--- config.mk ---
export PLATFORM = sky130hd
export DESIGN_NAME = poly_tone_gen_flat
export DESIGN_NICKNAME = d
export VERILOG_FILES = /design/src/rtl/tone_pkg.sv /design/src/rtl/poly_tone_gen_if.sv /design/src/rtl/tone_channel.sv /design/src/rtl/poly_tone_gen.sv /design/src/flat_wrapper.sv
export SDC_FILE = /design/constraint.sdc
export NUM_CORES = 1
export LEC_CHECK = 0
export CORE_ASPECT_RATIO = 0.5
export CORE_UTILIZATION = 35
export DETAILED_ROUTE_END_ITERATION = 7
export GPL_TIMING_DRIVEN = 1
export PLACE_DENSITY = 0.56
export SYNTH_ARGS = -nofsm -noshare
export SYNTH_HDL_FRONTEND = slang
export SYNTH_SLANG_ARGS = --single-unit
--- constraint.sdc ---
create_clock -name clk -period 3.4 [get_ports clk]
set_input_delay 0.68 -clock clk [delete_from_list [all_inputs] [get_ports clk]]
set_output_delay 0.68 -clock clk [all_outputs]
set_load 0.02 [all_outputs]
--- src/rtl/tone_pkg.sv ---
// Shared types and helpers for the polyphonic tone generator.
package tone_pkg;

  // Per-channel sequencing state.
  typedef enum logic [1:0] {
    StIdle,
    StPlay,
    StGap
  } ch_state_e;

  // Duration tick of 1 ms at a 50 MHz clock.
  localparam int unsigned DefaultTickDiv = 50000;

  // Width needed to index n items, never less than one bit.
  function automatic int unsigned ch_width(input int unsigned n);
    return (n <= 1) ? 1 : $clog2(n);
  endfunction

endpackage

--- src/rtl/poly_tone_gen_if.sv ---
// Note request handshake: sender drives the note, generator answers with ready.
interface poly_tone_gen_if
  import tone_pkg::*;
#(
  parameter int unsigned NUM_CH = 2,
  parameter int unsigned DIV_W  = 15,
  parameter int unsigned DUR_W  = 12
) ();

  localparam int unsigned CH_W = ch_width(NUM_CH);

  logic             note_valid;
  logic             note_ready;
  logic [CH_W-1:0]  note_ch;
  logic [DIV_W-1:0] note_div;
  logic [DUR_W-1:0] note_dur;

  modport master (
    output note_valid,
    output note_ch,
    output note_div,
    output note_dur,
    input  note_ready
  );

  modport slave (
    input  note_valid,
    input  note_ch,
    input  note_div,
    input  note_dur,
    output note_ready
  );

endinterface

--- src/rtl/tone_channel.sv ---
// One tone channel: square-wave phase counter, tick prescaler and a
// down-counter shared between note duration and the articulation gap.
module tone_channel
  import tone_pkg::*;
#(
  parameter int unsigned DIV_W     = 15,
  parameter int unsigned DUR_W     = 12,
  parameter int unsigned TICK_DIV  = DefaultTickDiv,
  parameter int unsigned GAP_TICKS = 10
) (
  input  logic             clk,
  input  logic             reset,
  input  logic             start_i,
  input  logic             stop_i,
  input  logic [DIV_W-1:0] div_i,
  input  logic [DUR_W-1:0] dur_i,
  output logic             speaker_o,
  output logic             speaker_d_o,
  output logic             busy_o,
  output logic             done_o
);

  localparam int unsigned PreW = ch_width(TICK_DIV);
  localparam int unsigned GapW = $clog2(GAP_TICKS + 1);
  // The tick counter also holds the gap length, so size it for either use.
  localparam int unsigned CntW = (GapW > DUR_W) ? GapW : DUR_W;
  localparam logic [PreW-1:0] PreMax  = PreW'(TICK_DIV - 1);
  localparam logic [CntW-1:0] GapLoad = CntW'(GAP_TICKS);

  ch_state_e        state_q, state_d;
  logic [DIV_W-1:0] div_q, div_d;
  logic [DIV_W-1:0] phase_q, phase_d;
  logic [PreW-1:0]  presc_q, presc_d;
  logic [CntW-1:0]  cnt_q, cnt_d;
  logic             speaker_q, speaker_d;
  logic             done_q, done_d;
  logic             tick_wrap;
  logic             play_end;

  // Next-state logic: stop overrides everything but reset.
  always_comb begin
    state_d   = state_q;
    div_d     = div_q;
    phase_d   = phase_q;
    presc_d   = presc_q;
    cnt_d     = cnt_q;
    speaker_d = speaker_q;
    done_d    = 1'b0;
    tick_wrap = (presc_q == PreMax);
    // cnt_q is zero in PLAY only for a zero-length note.
    play_end  = (cnt_q == '0) || (tick_wrap && (cnt_q == CntW'(1)));

    if (stop_i) begin
      state_d   = StIdle;
      speaker_d = 1'b0;
      phase_d   = '0;
      presc_d   = '0;
    end else begin
      unique case (state_q)
        StIdle: begin
          if (start_i) begin
            state_d   = StPlay;
            div_d     = div_i;
            cnt_d     = CntW'(dur_i);
            phase_d   = '0;
            presc_d   = '0;
            speaker_d = 1'b0;
          end
        end
        StPlay: begin
          if (div_q == '0) begin
            speaker_d = 1'b0;
          end else if (phase_q == div_q) begin
            phase_d   = '0;
            speaker_d = ~speaker_q;
          end else begin
            phase_d = phase_q + 1'b1;
          end
          if (tick_wrap) begin
            presc_d = '0;
            cnt_d   = cnt_q - 1'b1;
          end else begin
            presc_d = presc_q + 1'b1;
          end
          if (play_end) begin
            speaker_d = 1'b0;
            phase_d   = '0;
            presc_d   = '0;
            if (GAP_TICKS == 0) begin
              state_d = StIdle;
              done_d  = 1'b1;
            end else begin
              state_d = StGap;
              cnt_d   = GapLoad;
            end
          end
        end
        StGap: begin
          speaker_d = 1'b0;
          if (tick_wrap) begin
            presc_d = '0;
            cnt_d   = cnt_q - 1'b1;
            if (cnt_q == CntW'(1)) begin
              state_d = StIdle;
              done_d  = 1'b1;
            end
          end else begin
            presc_d = presc_q + 1'b1;
          end
        end
        default: state_d = StIdle;
      endcase
    end
  end

  // State and counter registers with synchronous reset.
  always_ff @(posedge clk) begin
    if (reset) begin
      state_q   <= StIdle;
      div_q     <= '0;
      phase_q   <= '0;
      presc_q   <= '0;
      cnt_q     <= '0;
      speaker_q <= 1'b0;
      done_q    <= 1'b0;
    end else begin
      state_q   <= state_d;
      div_q     <= div_d;
      phase_q   <= phase_d;
      presc_q   <= presc_d;
      cnt_q     <= cnt_d;
      speaker_q <= speaker_d;
      done_q    <= done_d;
    end
  end

  assign speaker_o   = speaker_q;
  assign speaker_d_o = speaker_d;
  assign busy_o      = (state_q != StIdle);
  assign done_o      = done_q;

endmodule

--- src/rtl/poly_tone_gen.sv ---
// Multi-channel square-wave tone generator: accept decode, per-channel
// players and a registered popcount of the speaker bits for a DAC.
module poly_tone_gen
  import tone_pkg::*;
#(
  parameter int unsigned NUM_CH    = 2,
  parameter int unsigned DIV_W     = 15,
  parameter int unsigned DUR_W     = 12,
  parameter int unsigned TICK_DIV  = DefaultTickDiv,
  parameter int unsigned GAP_TICKS = 10
) (
  input  logic                         clk,
  input  logic                         reset,
  poly_tone_gen_if.slave               note,
  input  logic [NUM_CH-1:0]            stop,
  output logic [NUM_CH-1:0]            speaker,
  output logic [NUM_CH-1:0]            busy,
  output logic [NUM_CH-1:0]            done,
  output logic                         bad_ch,
  output logic [$clog2(NUM_CH+1)-1:0]  mix_level
);

  localparam int unsigned CH_W = ch_width(NUM_CH);
  localparam int unsigned MixW = $clog2(NUM_CH + 1);

  logic              in_range;
  logic              ready;
  logic              accept;
  logic [NUM_CH-1:0] start;
  logic [NUM_CH-1:0] speaker_d;
  logic              bad_ch_q, bad_ch_d;
  logic [MixW-1:0]   mix_q, mix_d;

  // Accept decode; out-of-range requests are always ready so they drain.
  always_comb begin
    in_range = (32'(note.note_ch) < NUM_CH);
    ready    = 1'b1;
    for (int i = 0; i < NUM_CH; i++) begin
      if (note.note_ch == CH_W'(i)) begin
        ready = ~busy[i];
      end
    end
    accept = note.note_valid & ready;
    start  = '0;
    for (int i = 0; i < NUM_CH; i++) begin
      start[i] = accept && (note.note_ch == CH_W'(i));
    end
    bad_ch_d = accept & ~in_range;
  end

  assign note.note_ready = ready;

  for (genvar i = 0; i < NUM_CH; i++) begin : g_ch
    tone_channel #(
      .DIV_W     (DIV_W),
      .DUR_W     (DUR_W),
      .TICK_DIV  (TICK_DIV),
      .GAP_TICKS (GAP_TICKS)
    ) u_ch (
      .clk         (clk),
      .reset       (reset),
      .start_i     (start[i]),
      .stop_i      (stop[i]),
      .div_i       (note.note_div),
      .dur_i       (note.note_dur),
      .speaker_o   (speaker[i]),
      .speaker_d_o (speaker_d[i]),
      .busy_o      (busy[i]),
      .done_o      (done[i])
    );
  end

  // Popcount of next-state speakers so the registered level lines up with speaker.
  always_comb begin
    mix_d = '0;
    for (int i = 0; i < NUM_CH; i++) begin
      mix_d = mix_d + MixW'(speaker_d[i]);
    end
  end

  // Registered bad_ch pulse and mix level.
  always_ff @(posedge clk) begin
    if (reset) begin
      bad_ch_q <= 1'b0;
      mix_q    <= '0;
    end else begin
      bad_ch_q <= bad_ch_d;
      mix_q    <= mix_d;
    end
  end

  assign bad_ch    = bad_ch_q;
  assign mix_level = mix_q;

endmodule

--- src/flat_wrapper.sv ---
// flat-port wrapper written by rule: the top's interface ports become plain ports
module poly_tone_gen_flat import tone_pkg::*;
#(
  parameter int unsigned NUM_CH    = 2,
  parameter int unsigned DIV_W     = 15,
  parameter int unsigned DUR_W     = 12,
  parameter int unsigned TICK_DIV  = DefaultTickDiv,
  parameter int unsigned GAP_TICKS = 10
)
  (clk, reset, stop, speaker, busy, done, bad_ch, mix_level, note_note_valid, note_note_ch, note_note_div, note_note_dur, note_note_ready);
  poly_tone_gen_if #(.NUM_CH(NUM_CH), .DIV_W(DIV_W), .DUR_W(DUR_W)) note_i ();
  input  logic clk;
  input  logic reset;
  input  logic [NUM_CH-1:0] stop;
  output logic [NUM_CH-1:0] speaker;
  output logic [NUM_CH-1:0] busy;
  output logic [NUM_CH-1:0] done;
  output logic bad_ch;
  output logic [$clog2(NUM_CH+1)-1:0] mix_level;
  input wire logic [$bits(note_i.note_valid)-1:0] note_note_valid;
  input wire logic [$bits(note_i.note_ch)-1:0] note_note_ch;
  input wire logic [$bits(note_i.note_div)-1:0] note_note_div;
  input wire logic [$bits(note_i.note_dur)-1:0] note_note_dur;
  output wire logic [$bits(note_i.note_ready)-1:0] note_note_ready;
  assign note_i.note_valid = note_note_valid;
  assign note_i.note_ch = note_note_ch;
  assign note_i.note_div = note_note_div;
  assign note_i.note_dur = note_note_dur;
  assign note_note_ready = note_i.note_ready;
  poly_tone_gen #(.NUM_CH(NUM_CH), .DIV_W(DIV_W), .DUR_W(DUR_W), .TICK_DIV(TICK_DIV), .GAP_TICKS(GAP_TICKS)) u_core (.clk(clk), .reset(reset), .note(note_i), .stop(stop), .speaker(speaker), .busy(busy), .done(done), .bad_ch(bad_ch), .mix_level(mix_level));
endmodule
==> results.toml <==
[clock_network]
root_buffer = "sky130_fd_sc_hd__clkbuf_16"
clk-insertion-delay-late_ps = 430
clock_sink_count = 126
h-tree-depth = 4
cts.repair_timing.setup_buffer_count = 0
cts.path.max_buffers = 2
clkSlewWorstSetupHoldPaths_ps = 60
cts_buffers = 17
cts_tree = "done"

[sta]
fmaxAchievable_mhz = 320
final.setup.tns_ps = 0
report.final.hold_viol_count = 0
fin_skew_ps = 9.24
worst_pin_slew_ps = 1140
slew_headroom_pct = 23.7
finalWorstSetupSlack_ps = 277
grt_setup_unrepaired = "false"
finalMaxSlewViolations = 0
finalWorstPathRequiredPeriod_ps = 3120
finalSetupViolations = 0
period_share_pct = 91.8

[setup_path]
cp-start-kind = "register"
cp_max_fo = 15
crit_required_ps = 3670
cp_slowest_cell = "sky130_fd_sc_hd__o21ai_1"
cp.arrival_ps = 3390
worst_r2r_endpoint = "u_core.g_ch[1].u_ch.phase_q[2]"
critical_path_buf_inv_count = 0
critPathMaxStageDelay_ps = 880
regToRegStartpoint = "u_core.g_ch[1].u_ch.cnt_q[2]"
cp_cell_sequence = "or4_1 -> nor4_4 -> o2111ai_2 -> and2_1 -> o21ai_1 -> nor2_1"
end_kind = "register"
worst-setup-path-type = "register to register"
reg2reg_depth = 6
reg2reg_slack_ps = 280
family_of_cells_with_the_greatest_summed_delay_on_the_critical_path = "simple AND/OR/NAND/NOR gates"

[min_path]
worst_hold_path.num_cells = 2
holdCritPathClass = "register to register"
hold_end = "u_core.g_ch[1].u_ch.presc_q[1]"
min-delay-start = "u_core.g_ch[1].u_ch.presc_q[1]"

[pwr]
intPower_mw = 2.83
vdd_ir_drop_max_mv = 0.362
leakagePower_nw = 2.67
power.combinational.fraction_pct = 13.4
share_clk_of_total_power_pct = 47.3
total_switching_power_mw = 1.14
seqPwrFrac_pct = 39.4
powerDensity_mw_per_mm2 = 487
p_sw_share_pct = 28.7

[floorplanning]
floorplan.rows = 35
die_h_um = 101
initial_utilization_pct = 36.6
design.portCount = 43
floorplan.die.width_um = 200
core_area_mm2 = 0.0188
design.die.area_mm2 = 0.0203

[synth]
ys_ff_latch = 126
synth_top_cell_by_area = "sky130_fd_sc_hd__dfxtp_1"
yosysSeqAreaShare_pct = 36.6
synthTopCellsByArea = "sky130_fd_sc_hd__dfxtp_1 37%, sky130_fd_sc_hd__xnor2_1 7.1%, sky130_fd_sc_hd__nand2_1 5.6%"
yosys_warnings = 0
synthesized_nets = 895
netlist-cell-type-count = 77
mappedNetlistArea_mm2 = 0.00688
synth_ff_type = "sky130_fd_sc_hd__dfxtp_1"
synth.avg_cell_area_um2 = 8.17
synthesized_netlist_cell_count = 843
synth_top_cell_area_share_pct = 36.6
synth-edff-count = 0
asyncSetResetFlopFracSynth_pct = 0

[run]
max-cap-violations = 0

[placement]
gpl.final_weighted_congestion = 0.850
place_worst_setup_slack_ps = 244
placed_wire_length_estimate_after_detailed_placement_um = 13200
portBuffers = 41

[routing]
avgRoutedWirePerCell_um = 15.6
drt-vias-per-instance = 5.39
detail_route.drc_violations = 0
postRouteAntennaNets = 0
wl_um = 17900
route.vias.total = 6186
dr.pass1.iters = 5
drt_iter0_drc = 262

[global_routing]
gr-usage-all-layers_pct = 18.6
grt_start_max_net_pins = 28
grt_antenna_before_repair = 0
grt_pass1_vias = 5910
wire_length_of_the_first_global_routing_pass_um = 30200
globalRoute.totalOverflow = 0

[cells_and_area]
nets = 928
areaGrowthSynthToFinish_pct = 18.2
number_of_antenna_diodes = 0
post_route_cells_drive_above_1_share_pct = 7.76
layout.cells.most_common = "sky130_fd_sc_hd__dfxtp_1"
layout.cells.most_common_list = "126 x sky130_fd_sc_hd__dfxtp_1, 102 x sky130_fd_sc_hd__nand2_1, 77 x sky130_fd_sc_hd__nor2_1, 71 x sky130_fd_sc_hd__a21oi_1, 56 x sky130_fd_sc_hd__xnor2_1"

[outcome]
run_status = "finished, final reports clean"
## synthesized netlist by cell type (20+ instances only)
| cell type | count |
|---|---|
| sky130_fd_sc_hd__o21ai_0 | 30 |
| sky130_fd_sc_hd__a21oi_1 | 71 |
| sky130_fd_sc_hd__nor2_1 | 77 |
| sky130_fd_sc_hd__nor3_1 | 23 |
| sky130_fd_sc_hd__nand2_1 | 102 |
| sky130_fd_sc_hd__nand3_1 | 28 |
| sky130_fd_sc_hd__inv_1 | 33 |
| sky130_fd_sc_hd__xor2_1 | 20 |
| sky130_fd_sc_hd__nand4_1 | 23 |
| sky130_fd_sc_hd__dfxtp_1 | 126 |
| sky130_fd_sc_hd__xnor2_1 | 56 |
| sky130_fd_sc_hd__clkbuf_1 | 30 |
## stage by stage
stage | utilization [%] | cells | hold slack [ps] | instance area, µm² | power, mW
final | 43.2 | 1148 | 483 | 8140 | 3.96
after global routing | 43.2 | 1148 | 511 | 8140 | 4.14
after CTS | 43.2 | 1148 | 481 | 8140 | 4.00
after detailed placement | 40.0 | 1116 | 471 | 7530 | 2.11
after global placement | 40.0 | 1116 | 468 | 7530 | 2.11
after floorplan | - | 843 | 448 | 6880 | 1.93
## power groups by stage
stage	Combinational [mW]	Sequential [mW]	Clock, mW
2_1_floorplan	0.356	1.58	0
3_3_place_gp	0.516	1.59	0
3_5_place_dp	0.524	1.59	0
4_1_cts	0.525	1.56	1.92
5_1_grt	0.586	1.56	1.99
6_report	0.529	1.56	1.87
## state kept, by name, summed over array words and instances (netlist names)
register                    count
u_core.g_ch.u_ch.div_q         30
u_core.g_ch.u_ch.done_o         2
u_core.g_ch.u_ch.speaker_o      2
u_core.g_ch.u_ch.cnt_q         24
u_core.g_ch.u_ch.phase_q       30
u_core.g_ch.u_ch.presc_q       32
u_core.g_ch.u_ch.state_q        4
u_core.mix_level                2
## layer usage
layer  track usage (%)  part of all wire, %  up-vias
met1              25.7                   51     2938
met3              5.08                  5.1       22
met4              6.40                  1.5        0
met5                 0                    0        -
li1                  -                    -     3097
met2              28.1                   43      129
## layout make-up
cell class | instances | area [µm²]
inverter | 34 | 128
fill | 1913 | 10700
clock buffer | 17 | 425
multi-input combinational | 640 | 4030
clock inverter | 15 | 178
tap | 259 | 324
timing repair buffer | 57 | 526
sequential | 126 | 2520
## worst max-delay path by stage
stage / from / endpoint / slack, ps / cells past startpoint
after floorplan: note_note_ch / u_core.g_ch[0].u_ch.phase_q[12] / 750 / 6
after global placement: note_note_valid / u_core.g_ch[0].u_ch.phase_q[12] / 320 / 6
after detailed placement: note_note_ch / u_core.g_ch[1].u_ch.phase_q[13] / 240 / 8
after CTS: u_core.g_ch[1].u_ch.cnt_q[2] / u_core.g_ch[1].u_ch.phase_q[13] / 310 / 6
after global routing: u_core.g_ch[1].u_ch.cnt_q[2] / u_core.g_ch[1].u_ch.phase_q[1] / 60 / 6
final: u_core.g_ch[1].u_ch.cnt_q[2] / u_core.g_ch[1].u_ch.phase_q[2] / 280 / 6
## kinds of logic after synthesis
kind of cell / share of synthesized area, %
simple gates: 27.6
mux: 0.891
compound gates: 16.8
fa+ha+maj: 3.45
other cells: 0.0545
flops: 36.6
xor+xnor: 9.67
buf+inv: 4.85
## timing repair
action                                  4_1_cts  5_1_grt
hold buffers                                  0        0
endpoints found under the setup margin        0        1
gates resized for setup                       0        1
## worst register-to-register path, stage by stage, from the launching register on
cell and delay, ps:
sky130_fd_sc_hd__dfxtp_1 370, sky130_fd_sc_hd__or4_1 630, sky130_fd_sc_hd__nor4_4 390, sky130_fd_sc_hd__o2111ai_2 330, sky130_fd_sc_hd__and2_1 240, sky130_fd_sc_hd__o21ai_1 880
sky130_fd_sc_hd__nor2_1 120
(Power assumes the default switching activity.)
